==> config.mk <==
export PLATFORM = sky130hd
export DESIGN_NAME = if_id_reg
export DESIGN_NICKNAME = d
export VERILOG_FILES = /design/src/rtl/if_id_reg_pkg.sv /design/src/rtl/if_id_reg_branch_jump_detect.sv /design/src/rtl/if_id_reg.sv
export SDC_FILE = /design/constraint.sdc
export NUM_CORES = 1
export LEC_CHECK = 0
export ABC_AREA = 1
export CAP_MARGIN = 20
export CORE_ASPECT_RATIO = 0.9
export CORE_UTILIZATION = 28
export DETAILED_ROUTE_END_ITERATION = 7
export SYNTH_ARGS = -nofsm -noshare
export SYNTH_HDL_FRONTEND = slang
export SYNTH_SLANG_ARGS = --single-unit
==> constraint.sdc <==
create_clock -name IFID_clk_i -period 3.7 [get_ports IFID_clk_i]
set_clock_uncertainty 0.1 [all_clocks]
set_input_delay 0.74 -clock IFID_clk_i [delete_from_list [all_inputs] [get_ports IFID_clk_i]]
set_output_delay 0.74 -clock IFID_clk_i [all_outputs]
set_load 0.02 [all_outputs]
==> src/rtl/if_id_reg_pkg.sv <==
// ---------------------------------------------------------------------------
// if_id_reg_pkg
// Shared constants for the fetch/decode boundary of the pipelined MIPS core:
// the opcode and funct values that identify control-transfer instructions,
// the ExcCode values raised at fetch, and the reset/legal-range PC values.
// The helper functions pull the opcode and funct fields out of an
// instruction word, so every user slices the word the same way.
// ---------------------------------------------------------------------------
package if_id_reg_pkg;

    // Primary opcodes (instr[31:26])
    localparam logic [5:0] OP_SPECIAL = 6'b000000;
    localparam logic [5:0] OP_REGIMM  = 6'b000001;
    localparam logic [5:0] OP_J       = 6'b000010;
    localparam logic [5:0] OP_JAL     = 6'b000011;
    localparam logic [5:0] OP_BEQ     = 6'b000100;
    localparam logic [5:0] OP_BNE     = 6'b000101;
    localparam logic [5:0] OP_BLEZ    = 6'b000110;
    localparam logic [5:0] OP_BGTZ    = 6'b000111;

    // SPECIAL funct codes (instr[5:0]) for register jumps
    localparam logic [5:0] FN_JR      = 6'b001000;
    localparam logic [5:0] FN_JALR    = 6'b001001;

    // CP0 ExcCode values raised by the fetch stage
    localparam logic [4:0] EXC_NONE   = 5'd0;
    localparam logic [4:0] EXC_ADEL   = 5'd4;

    // PC register reset value and the legal instruction-memory window
    localparam logic [31:0] PC_RESET  = 32'h0000_3000;
    localparam logic [31:0] IM_BASE   = 32'h0000_3000;
    localparam logic [31:0] IM_LIMIT  = 32'h0000_6FFC;

    // Return address for link instructions skips the delay slot
    localparam logic [31:0] PC_LINK_OFFSET = 32'd8;

    function automatic logic [5:0] opcodeOf(input logic [31:0] instr);
        return instr[31:26];
    endfunction

    function automatic logic [5:0] functOf(input logic [31:0] instr);
        return instr[5:0];
    endfunction

endpackage

==> src/rtl/if_id_reg_branch_jump_detect.sv <==
// ---------------------------------------------------------------------------
// branch_jump_detect
// Purely combinational classifier: flags any instruction whose successor
// executes in a branch delay slot (all branches, REGIMM branches, j, jal,
// jr, jalr). Shared between the IF/ID register and the decode stage.
// Ports:
//   i_instr         32-bit instruction word
//   o_isBranchJump  1 when the word is a branch or jump
// ---------------------------------------------------------------------------
module branch_jump_detect
    import if_id_reg_pkg::*;
(
    input  logic [31:0] i_instr,
    output logic        o_isBranchJump
);

    logic [5:0] w_opcode;
    logic [5:0] w_funct;
    logic       w_unusedFields;

    assign w_opcode = opcodeOf(i_instr);
    assign w_funct  = functOf(i_instr);

    // Register and immediate fields play no part in the classification
    assign w_unusedFields = ^i_instr[25:6];

    // SPECIAL needs the funct field to tell jr/jalr from ALU operations
    always_comb begin
        o_isBranchJump = 1'b0;
        case (w_opcode)
            OP_REGIMM, OP_J, OP_JAL, OP_BEQ, OP_BNE, OP_BLEZ, OP_BGTZ:
                o_isBranchJump = 1'b1;
            OP_SPECIAL:
                o_isBranchJump = (w_funct == FN_JR) || (w_funct == FN_JALR);
            default:
                o_isBranchJump = 1'b0;
        endcase
    end

endmodule

==> src/rtl/if_id_reg.sv <==
// ---------------------------------------------------------------------------
// if_id_reg
// Fetch-to-decode pipeline register. Captures the fetch PC and the
// instruction-memory word for it, tags illegal fetch addresses with AdEL,
// marks branch-delay-slot instructions for CP0 and precomputes PC+8 for
// link instructions. Priority each clock: reset > flush > stall > load.
// Ports:
//   IFID_clk_i      clock, all updates on the rising edge
//   IFID_reset_n_i  synchronous active-low reset
//   IFID_pc_i       PC of the instruction being fetched
//   IFID_instr_i    instruction-memory data for IFID_pc_i
//   IFID_stall_i    hold the current contents
//   IFID_flush_i    replace the contents with a bubble (PC still captured)
//   IFID_instr_o    instruction in decode (0 for bubbles and AdEL fetches)
//   IFID_pc_o       PC of the decode instruction
//   IFID_pc8_o      IFID_pc_o + 8
//   IFID_exc_o      ExcCode of the decode instruction, 0 when none
//   IFID_bd_o       decode instruction sits in a branch delay slot
//   IFID_valid_o    decode holds a real instruction rather than a bubble
// ---------------------------------------------------------------------------
module if_id_reg
    import if_id_reg_pkg::*;
#(
    parameter logic [31:0] PC_RESET = if_id_reg_pkg::PC_RESET,
    parameter logic [31:0] IM_BASE  = if_id_reg_pkg::IM_BASE,
    parameter logic [31:0] IM_LIMIT = if_id_reg_pkg::IM_LIMIT,
    parameter logic [4:0]  EXC_ADEL = if_id_reg_pkg::EXC_ADEL
) (
    input  logic        IFID_clk_i,
    input  logic        IFID_reset_n_i,
    input  logic [31:0] IFID_pc_i,
    input  logic [31:0] IFID_instr_i,
    input  logic        IFID_stall_i,
    input  logic        IFID_flush_i,
    output logic [31:0] IFID_instr_o,
    output logic [31:0] IFID_pc_o,
    output logic [31:0] IFID_pc8_o,
    output logic [4:0]  IFID_exc_o,
    output logic        IFID_bd_o,
    output logic        IFID_valid_o
);

    logic [31:0] r_instr;
    logic [31:0] r_pc;
    logic [31:0] r_pc8;
    logic [4:0]  r_exc;
    logic        r_bd;
    logic        r_valid;

    logic        w_fetchFault;
    logic        w_prevIsBranchJump;
    logic [31:0] w_pcPlus8;

    // Misaligned or outside the instruction-memory window
    assign w_fetchFault = (IFID_pc_i[1:0] != 2'b00) ||
                          (IFID_pc_i < IM_BASE)     ||
                          (IFID_pc_i > IM_LIMIT);

    assign w_pcPlus8 = IFID_pc_i + PC_LINK_OFFSET;

    // Looks at the instruction currently held, which is the predecessor of
    // the one being loaded; AdEL fetches and bubbles hold 0, so they never
    // flag their successor.
    branch_jump_detect u_branchJumpDetect (
        .i_instr        (r_instr),
        .o_isBranchJump (w_prevIsBranchJump)
    );

    // A flushed bubble still records the fetch PC so CP0 has a meaningful
    // EPC if an interrupt is taken on it.
    always_ff @(posedge IFID_clk_i) begin
        if (!IFID_reset_n_i) begin
            r_instr <= 32'd0;
            r_pc    <= PC_RESET;
            r_pc8   <= PC_RESET + PC_LINK_OFFSET;
            r_exc   <= EXC_NONE;
            r_bd    <= 1'b0;
            r_valid <= 1'b0;
        end else if (IFID_flush_i) begin
            r_instr <= 32'd0;
            r_pc    <= IFID_pc_i;
            r_pc8   <= w_pcPlus8;
            r_exc   <= EXC_NONE;
            r_bd    <= 1'b0;
            r_valid <= 1'b0;
        end else if (!IFID_stall_i) begin
            r_pc    <= IFID_pc_i;
            r_pc8   <= w_pcPlus8;
            r_valid <= 1'b1;
            r_bd    <= r_valid & w_prevIsBranchJump;
            if (w_fetchFault) begin
                r_exc   <= EXC_ADEL;
                r_instr <= 32'd0;
            end else begin
                r_exc   <= EXC_NONE;
                r_instr <= IFID_instr_i;
            end
        end
    end

    assign IFID_instr_o = r_instr;
    assign IFID_pc_o    = r_pc;
    assign IFID_pc8_o   = r_pc8;
    assign IFID_exc_o   = r_exc;
    assign IFID_bd_o    = r_bd;
    assign IFID_valid_o = r_valid;

endmodule
### Word level (Yosys, flattened, before mapping)

Index checks and enable logic that the tools add are counted.

| cells by class | value |
|---|---|
| add/subtract/negate cells | 1 |
| $mul | 0 |
| div/mod/pow operators | 0 |
| $lt $le $gt $ge | 2 |
| equality and inequality tests | 10 |
| shift-type cells | 0 |
| multiplexer cells | 7 |
| bitwise operators | 2 |
| reduce and logical (&&, ||, !) cells | 7 |

Operator list:

| kind | count |
|---|---|
| 32-bit 2-to-1 mux | 5 |
| 32-bit by 4-bit adder with 32-bit output (second input constant) | 1 |
| 32-bit by 15-bit > comparator with 1-bit output (second input constant) | 1 |
| 32-bit by 14-bit < comparator with 1-bit output (second input constant) | 1 |
| 6-bit by 3-bit equality test with 1-bit output (second input constant) | 4 |
| 6-bit by 2-bit equality test with 1-bit output (second input constant) | 2 |
| 6-bit by 4-bit equality test with 1-bit output (second input constant) | 2 |
| 7-bit OR reduction | 1 |
| 6-bit by 1-bit equality test with 1-bit output (second input constant) | 1 |
| 6-bit zero test | 1 |
| 1-bit logical OR | 3 |
| 3-bit 2-to-1 mux | 1 |
| 2-bit by 1-bit inequality test with 1-bit output (second input constant) | 1 |
| 1-bit one-hot mux with 2 select lines | 1 |
| 2-bit nonzero test | 1 |
| 2-bit OR reduction | 1 |
| 1-bit bitwise AND | 1 |
| 1-bit inverter | 1 |

| word-level totals | value |
|---|---|
| register bits after elaboration | 103 |
| bits in latches | 0 |
| bits in writable memories | 0 |
| memory bits (read-only) | 0 |
| input bits | 68 |
| output and inout bits | 103 |
| word-level logic and storage cells | 35 |
| memories kept | 0 |

### Logic depth before layout (Yosys ltp)

Gate-level depths: netlist (run 1).

| logic depth | value |
|---|---|
| depth after elaboration | 4 |
| depth in mapped cells | 10 |
| mapped depth without buffers | 10 |

### By module

From an unflattened synthesis (run 1), not the netlist that was laid out.

| unflattened totals | value |
|---|---|
| cells, all modules | 615 |
| area, all modules | 4456.8 um2 |

By module, submodules not included:

| module | times used | cells an instance | area each (um2) | sequential area each (um2) |
|---|---|---|---|---|
| if_id_reg | 1 | 604 | 4410.5 | 1921.8 |
| branch_jump_detect | 1 | 11 | 46.3 | 0.0 |

### Worst setup path before layout (run 1)

Ideal clock, no wire load.

| path | value |
|---|---|
| path type | input to register |
| from | input port IFID_stall_i |
| to | register r_pc8[20], in the netlist IFID_pc8_o[20] |
| setup time | 0.110 ns |
| data arrival time | 1.619 ns |
| required time | 3.490 ns |
| setup slack | 1.871 ns |
| cell stages on the path | 8 |
| buffers on the path | 2 |
| path through | buf_2 > clkinv_2 > nor2_4 > inv_1 > buf_2 > or2_2 > nand3_1 > inv_1 |

| between the ends | value |
|---|---|
| cells in the longest elaborated chain, start to end | 1 |

RTL lines:

| what | line | RTL |
|---|---|---|
| start: declaration | if_id_reg.sv:33 | `input logic IFID_stall_i,` |
| 2-bit by 1-bit inequality test with 1-bit output (no line) | n/a |  |
| end signal: assignment | if_id_reg.sv:75 | `r_pc8 <= PC_RESET + PC_LINK_OFFSET;` |
| end signal: assignment | if_id_reg.sv:82 | `r_pc8 <= w_pcPlus8;` |
| end signal: assignment | if_id_reg.sv:88 | `r_pc8 <= w_pcPlus8;` |
| end: declaration | if_id_reg.sv:45 | `logic [31:0] r_pc8;` |

Every way passes these cells.
A chain may end at the register's enable or synchronous reset.

### Final worst setup path (run 1)

| path | value |
|---|---|
| from | input port IFID_pc_i[3] |
| to | register r_pc8[11], in the netlist IFID_pc8_o[11] |

| between the ends | value |
|---|---|
| cells in the longest elaborated chain, start to end | 3 |

RTL lines:

| what | line | RTL |
|---|---|---|
| start: declaration | if_id_reg.sv:31 | `input logic [31:0] IFID_pc_i,` |
| 32-bit by 4-bit adder with 32-bit output * | if_id_reg.sv:59 | `assign w_pcPlus8 = IFID_pc_i + PC_LINK_OFFSET;` |
| 32-bit 2-to-1 mux | if_id_reg.sv:86 | `end else if (!IFID_stall_i) begin` |
| 32-bit 2-to-1 mux * | if_id_reg.sv:79 | `end else if (IFID_flush_i) begin` |

Mark *: on every way between the ends. The rest lies on a longest branch, timed or not. The select of a mux whose other input is x is not followed.

==> results of run 1 <==
## layer usage
layer | global-route usage [%] | part of all wire, % | up-vias
li1 | - | - | 2221
met5 | 0 | 0 | -
met4 | 4.616 | 1.1 | 0
met1 | 23.40 | 48 | 1916
met2 | 26.68 | 45 | 114
met3 | 4.361 | 6.0 | 11
## final cells by class
cell class,count,area share [%]
flip-flops and latches,96,29.83
inverters,53,3.107
multi-input cells,422,32.33
clock inverters,4,0.3495
repair buffers,175,26.76
clock buffers,10,3.709
well taps,202,3.922
## per-stage QoR
stage	setup slack (ns)	std cells	area, um2
2_1_floorplan	1.871	605	4397
3_3_place_gp	1.053	948	6182
3_5_place_dp	1.037	948	6182
4_1_cts	1.394	962	6444
5_1_grt	1.231	962	6444
6_report	1.368	962	6444
## worst max path at each step
stage,cells past startpoint,startpoint,slack [ns],end
after floorplan,8,IFID_stall_i,1.87,IFID_pc8_o[20]
after global placement,11,IFID_pc_i[3],1.05,IFID_pc8_o[11]
after detailed placement,11,IFID_pc_i[3],1.04,IFID_pc8_o[11]
after CTS,11,IFID_pc_i[3],1.39,IFID_pc8_o[11]
after global routing,11,IFID_pc_i[3],1.23,IFID_pc8_o[11]
final,11,IFID_pc_i[3],1.37,IFID_pc8_o[11]
## cells by family after synthesis
logic type / after synthesis / synth area share, %
and+or+nand+nor: 311 / 30.33
DFF: 96 / 43.82
buffers and inverters: 87 / 8.930
AOI/OAI and AO/OA: 76 / 9.786
muxes: 27 / 6.163
xor gates and xnor gates: 3 / 0.5993
adders and majority gates: 1 / 0.2853
other: 1 / 0.08551
## power breakdown
| group | internal, mW | switching (mW) | total (mW) | leakage [nW] |
|---|---|---|---|---|
| combinational | 0.218 | 0.250 | 0.469 | 1.81 |
| sequential | 1.09 | 0.0298 | 1.12 | 0.792 |
| clock | 0.463 | 0.395 | 0.858 | 0.130 |
| total | 1.77 | 0.675 | 2.44 | 2.74 |
## cell usage after synthesis (all sizes together)
cell type	number	area share, %
nand2	130	11
nor2	124	12
dfxtp	96	44
inv	52	4.5
nand3	41	5.0
o21ai	40	4.6
buf	27	3.5
mux2i	27	6.2
a21oi	21	2.5
clkbuf	7	0.83
nand4	7	1.1
o211ai	5	0.86
or2	4	0.57
a31oi	3	0.43
nor3	3	0.34
o211a	3	0.68
xor2	2	0.40
a211o	1	0.20
a221oi	1	0.20
clkinv	1	0.11
conb	1	0.086
ha	1	0.29
nand3b	1	0.17
nor4	1	0.14
o2111ai	1	0.20
o21bai	1	0.17
xnor2	1	0.20
## state kept, by name, summed over array words and instances (netlist names)
name,flops
IFID_bd_o,1
IFID_exc_o,1
IFID_instr_o,32
IFID_pc8_o,29
IFID_pc_o,32
IFID_valid_o,1
==> impl_metrics.ini, run 1 <==
[status]
status = finished with violations
violations = design-rule violations

[route]
ant_nets = 0
routed_wl_um = 13720
drt_iter0_markers = 258
drt-pass1-iter-count = 8
wl_per_cell_um = 14.26
routed_via_density = 4.430
drc = 2
via_count = 4262

[cts]
numClockSinks = 96
clk_pin_slew_ns = 0.07
cts-root-buf = clkbuf_16
cts-resized-gates = 0
cts.hold.buffers_added = 0
cts_buffers = 9
insertion_delay_ns = 0.34
htreeDepth = 3
cts_tree = yes
postCtsSetupBuffers = 0
clock_path_buffers = 2

[global_routing]
grt_max_degree = 57
gr-total-overflow = 0
grt_use_total_pct = 17.16
grt_antenna_before_repair = 0
grt_first_pass_wirelength_um = 21320
first_global_vias = 3923

[sta]
rsz0062_at_grt = no
slew_violations = 0
hold_viol = 0
tightest_slew_ns = 0.7230
max_freq_ghz = 0.4288
whs_ns = 0.3649
setup_tns_ns = 0
timing.final.crit_period_ns = 2.332
slew_headroom_pct = 51.73
setup_viol = 0
period_share_pct = 63.03

[die]
placementRows = 43
pin_count = 171
die_x_um = 133.9
die_h_um = 120.7
initial_core_util_pct = 28.60
die_area_um2 = 16170
coreArea_um2 = 15330

[finish]
fin_nets = 826
drive_gt1_share_pct = 5.526
final_core_util_pct = 42.02
insertedDiodeCount = 0
final_common_cell = clkdlybuf4s50_1
multi_input_area_um2 = 2083
register_area_um2 = 1922
final_cell_mix = clkdlybuf4s50_1 (165), nand2_1 (128), nor2_1 (117)
fillers = 1597
syn2layout_area_growth_pct = 46.93

[logic_synthesis]
synth_seq_area_share_pct = 43.82
ys_warn_count = 0
netlist_area_um2 = 4385
synth_seq_cells = 96
syn_inst = 602
avgSynthCellArea_um2 = 7.285
yosysUniqueCellTypes = 39

[setup_path]
critPathMostFrequentCell = nand2_1
crit_arrival_ns = 2.48
crit_family = buffers and inverters
crit_path_end_kind = flop
cp_slowest_cell = clkdlybuf4s50_1
start_kind = input port
path_class = input port to flop
regToRegSetupSlack_ns = 2.69
crit_buf_inv = 3
slowest_delay_ns = 0.61
crit_fanout = 7
crit_chain = clkdlybuf4s50_1, ha_1, nand2_1, nor2_1, nand2_1, nor2_1, inv_1, nand3_1, o211ai_1, nand2_1, inv_1
r2r-start = IFID_valid_o
r2r_cells = 4
required_ns = 3.84
rr_endpoint = IFID_bd_o

[place]
place_hpwl_um = 10280
place_congestion = 0.8355
portBuffers = 166

[job]
cap_violations = 0

[pwr]
total_power_mw = 2.445
p_leak_nw = 2.736
power.density_nw_per_um2 = 379.4
vdd_drop_max_mv = 0.2639

[min_path]
worstHoldStart = IFID_pc_o[12]
hold_end = IFID_pc_o[12]
min-delay-path-class = flop to flop
min_path_cells = 1
No activity file was read; power rests on OpenSTA's default activity.
==> run 2, diff against run 1 <==
clock period = 1.9 ns   (was 3.7 ns; I/O delays follow)
==> run 2 against run 1 <==
Against the previous run:
- the flow still finishes with violations (design-rule violations)
- count of clock-buffer cells in the layout increased by 3
- global-route usage increased by 1.0 points
- via count increased by 7.3%
- cell count increased by 8.3%
- sequential share of layout area decreased by 2.8 points
- power increased by 100%
- worst setup slack got worse by 1.3 ns
- non-clock buffer count increased by 79
- clock power increased by 100%
- critical path depth decreased by 10
- sequential power increased by 95%
- flip-flop and latch count unchanged
==> impl_metrics.ini, run 2 (synthesis gave the netlist of run 1 again) <==
[status]
violations = design-rule violations
status = finished with violations

[place]
place_hpwl_um = 11170
pre_cts_slack_ns = -0.3073
portBuffers = 166
place_congestion = 0.8720

[min_path]
min-delay-path-class = input port to flop
worstHoldStart = IFID_stall_i

[global_routing]
grt_antenna_before_repair = 0
first_global_vias = 4287
grt_max_degree = 40
gr-total-overflow = 0
grt_first_pass_wirelength_um = 22730
grt_use_total_pct = 18.19

[die]
die_area_um2 = 16170
initial_core_util_pct = 28.60
coreArea_um2 = 15330
pin_count = 171
die_x_um = 133.9
placementRows = 43
die_h_um = 120.7

[setup_path]
crit_fanout = 2
crit_end = IFID_pc8_o[9]
startpoint = IFID_pc8_o[9]
crit_arrival_ns = 1.35
cp_slowest_cell = clkdlybuf4s50_1
crit_path_end_kind = primary output
r2r-start = IFID_valid_o
crit_chain = clkdlybuf4s50_1
required_ns = 1.42
start_kind = flop
slowest_delay_ns = 0.64
regToRegSetupSlack_ns = 0.88
r2r_cells = 4
crit_family = buffers and inverters
critical_path_depth = 1
crit_buf_inv = 1
path_class = flop to primary output
rr_endpoint = IFID_bd_o

[sta]
max_freq_ghz = 0.5475
tightest_slew_ns = 0.5726
setup_viol = 0
slew_headroom_pct = 61.83
hold_viol = 0
slew_violations = 0
setup_ws_ns = 0.07340
setup_tns_ns = 0
timing.final.crit_period_ns = 1.827
period_share_pct = 96.14

[cts]
cts-resized-gates = 0
cts.hold.buffers_added = 0
clk_pin_slew_ns = 0.07
insertion_delay_ns = 0.35
cts-root-buf = clkbuf_16
postCtsSetupBuffers = 0
htreeDepth = 3
cts_buffers = 9
clock_path_buffers = 2
cts_tree = yes
numClockSinks = 96

[route]
wl_per_cell_um = 13.84
drc = 2
drt-pass1-iter-count = 6
drt_iter0_markers = 261
via_count = 4572
routed_via_density = 4.388
ant_nets = 0
routed_wl_um = 14430

[finish]
syn2layout_area_growth_pct = 62.45
final_cell_mix = clkdlybuf4s50_1 (162), nand2_1 (127), nor2_1 (113)
insertedDiodeCount = 0
multi_input_area_um2 = 2112
fin_nets = 905
register_area_um2 = 1922
final_core_util_pct = 46.46
drive_gt1_share_pct = 15.12
fillers = 1560
final_common_cell = clkdlybuf4s50_1

[pwr]
power.density_nw_per_um2 = 695.9
vdd_drop_max_mv = 0.4304
p_leak_nw = 3.165

[job]
cap_violations = 0
==> run 2: where the power goes <==
group,internal [mW],switching (mW)
logic,0.525,0.515
clock network,0.954,0.785
registers,2.12,0.0597
total,3.60,1.36
==> run 2: area by class of cell <==
| cell class | instances | area share, % |
|---|---|---|
| repair buffers | 254 | 33.16 |
| multi-input cells | 422 | 29.65 |
| flip-flops and latches | 96 | 26.98 |
| clock buffers | 13 | 3.653 |
| well taps | 202 | 3.548 |
| inverters | 53 | 2.810 |
| clock inverters | 2 | 0.2107 |
==> run 2: worst min-delay path by stage <==
stage,end,slack [ns],depth (start not counted)
final,IFID_bd_o,0.23,3
after global routing,IFID_bd_o,0.26,3
after CTS,IFID_bd_o,0.22,3
after detailed placement,IFID_pc8_o[15],0.35,2
after global placement,IFID_pc8_o[15],0.35,2
after floorplan,IFID_pc_o[13],0.41,2
==> run 2: metal layers <==
metal	up-vias	GRT usage, %	part of all wire [%]	wire length, um
li1	2393	-	-	-
met1	2062	24.90	48	6946
met2	106	28.89	46	6642
met3	11	3.522	4.8	688
met4	0	5.185	1.0	148
met5	-	0	0	0
==> run 2: metrics by stage <==
stage / std cells / total power, mW / hold slack, ns / instance area (um2)
2_1_floorplan: 605 / 2.674 / 0.4113 / 4397
3_3_place_gp: 1027 / 3.257 / 0.3489 / 6813
3_5_place_dp: 1027 / 3.260 / 0.3549 / 6813
4_1_cts: 1042 / 5.016 / 0.2166 / 7088
5_1_grt: 1042 / 5.199 / 0.2565 / 7124
6_report: 1042 / 4.957 / 0.2271 / 7124
==> patch, RTL diff (settings of run 2) <==
Set the package constant `IM_LIMIT` to 32'h000037FE (it was 32'h0000_6FFC).
--- a/src/rtl/if_id_reg_pkg.sv
+++ b/src/rtl/if_id_reg_pkg.sv
@@ -31,3 +31,3 @@
     localparam logic [31:0] IM_BASE   = 32'h0000_3000;
-    localparam logic [31:0] IM_LIMIT  = 32'h0000_6FFC;
+    localparam logic [31:0] IM_LIMIT  = 32'h000037FE;
 
Formal check against the unedited RTL: not equivalent (a bounded check fails within 4 cycles, from zero or initial values and one cycle with IFID_reset_n_i low).
==> patch against run 2 <==
Maximum frequency decreased by 0.54%; total power decreased by 0.22%; sequential cell count unchanged; final area increased by 2.0%; count of clock-buffer cells in the layout decreased by 3; setup slack got worse by 9.9 ps; area after synthesis increased by 1.1%; routed wire length increased by 4.5%; global-route usage increased by 0.65 points; largest cell class unchanged; largest power group unchanged.
==> patch: results (changes against run 2) <==
clock_network:
  path_clk_slew_ps: 70  # about the same
  cts-buffers-inserted: 9  # unchanged
  cts_buffer_depth: 2  # unchanged
  cts-root-buf: "clkbuf_16"
  htreeDepth: 3  # unchanged
  insertion_delay_ps: 360
placement:
  place.gp.congestion: 0.879  # +0.80%
  dpl_cell_area_um2: 6910  # +1.4%
  place_ws_ps: -353  # -45.8 ps
  io_buffers: 166  # unchanged
  hpwlAfterDp_um: 11300  # +1.1%
synthesis:
  synth_seq_area_share: 0.434  # -0.00470
  synth_edf_count: 0  # unchanged
  synth.distinct_cells: 33  # -15%
  yosysWarnings: 0  # unchanged
  synthTopCellsByCount: "nand2_1, dfxtp_1, nor2_1"
  async_reset_ff_frac: 0  # unchanged
  synth.top_cells.by_area: "dfxtp_1, nand2_1, nand3_1"
worst_setup_path:
  r2r-start: "IFID_instr_o[1]"
  r2r_end: "IFID_bd_o"
  cp_max_fo: 3  # +1
  crit_family: "buffers and inverters"
  reg2reg_slack_ps: 790  # -90 ps
  slowest_delay_ps: 620  # -20 ps
  slowest_stage: "clkdlybuf4s50_1"
  r2r_cells: 5  # +1
global_route:
  grt_pass1_wl_um: 23700  # +4.5%
  grt.total_usage: 0.188  # +0.00650
  grt_pass1_vias: 4384  # +2.3%
  antenna_found_initial: 0  # unchanged
  grt_max_degree: 48  # +20%
power:
  max-vdd-ir-drop_mv: 0.604  # +40%
  power.leakage_uw: 0.00299  # -5.5%
run_status:
  outcome: "finished clean"
finish:
  fillers: 1523  # -2.4%
  drive_above_1_share: 0.168  # +0.0164
  n_antenna_cell: 0  # unchanged
  nNetsFinal: 930  # +2.8%
drt:
  first_pass_iters: 5  # -1
  routedWlPerCell_um: 14.1  # +2.0%
  avgViaCountPerCell: 4.52  # +3.1%
  drtIter0Drc: 310  # +19%
hold_path:
  hold_class: "input pin to register"
  min_to: "IFID_pc_o[15]"
  hold_path_depth: 3  # unchanged
  hold_start: "IFID_pc_i[15]"
[patch: kinds of logic after synthesis]
logic type	share of synthesized area
AOI/OAI and AO/OA	0.130
other	0.000846
xor gates and xnor gates	0.00988
buffers and inverters	0.0878
and+or+nand+nor	0.335
adders and majority gates	0.00282
DFF	0.434
[patch: timing repair]
item / 4_1_cts / 5_1_grt
setup buffers: 0 / 1
resized for setup: 0 / 11
setup endpoints to repair: 0 / 30
[patch: metal layers]
layer / GRT usage / up-vias / share of wire
met5: 0 / - / 0
met4: 0.0471 / 0 / 0.0096
met3: 0.0472 / 9 / 0.051
met1: 0.273 / 2217 / 0.50
li1: - / 2488 / -
met2: 0.275 / 113 / 0.44
[patch: report_power, final]
| part | internal (uW) | switching, uW | total, uW |
|---|---|---|---|
| Combinational | 474 | 473 | 946 |
| Sequential | 2100 | 49.0 | 2150 |
| Clock | 1010 | 832 | 1850 |
| Total | 3590 | 1350 | 4950 |
[patch: worst reg2reg max path, delay by kind of cell (launching register included)]
kind / cells / cell delay (ps)
DFF: 1 / 340
AOI/OAI and AO/OA: 1 / 120
and+or+nand+nor: 4 / 490
[patch: final cells by class]
type / instances / area share
multi-input cells: 450 / 0.297
clock buffers: 10 / 0.0315
clock inverters: 5 / 0.00809
well taps: 202 / 0.0348
flip-flops and latches: 96 / 0.264
inverters: 44 / 0.0229
repair buffers: 260 / 0.341
[patch: how the worst max path moves through the flow]
stage / startpoint / endpoint / slack [ps] / cells after the start
after CTS: IFID_pc_i[4] / IFID_pc8_o[23] / 20 / 11
after floorplan: IFID_pc_i[3] / IFID_pc8_o[23] / 350 / 10
final: IFID_instr_o[1] / IFID_instr_o[1] / 60 / 1
after global placement: IFID_pc_i[4] / IFID_pc8_o[23] / -290 / 11
after global routing: IFID_pc_i[6] / IFID_pc8_o[29] / 4 / 12
after detailed placement: IFID_pc_i[4] / IFID_pc8_o[23] / -350 / 11
[patch: through the flow]
stage	instances	TNS, ps	hold slack (ps)	util
2_1_floorplan	629	0	397	-
3_3_place_gp	1050	-12600	351	0.447
3_5_place_dp	1050	-13660	355	0.447
4_1_cts	1065	0	367	0.466
5_1_grt	1067	0	376	0.471
6_report	1067	0	346	0.471
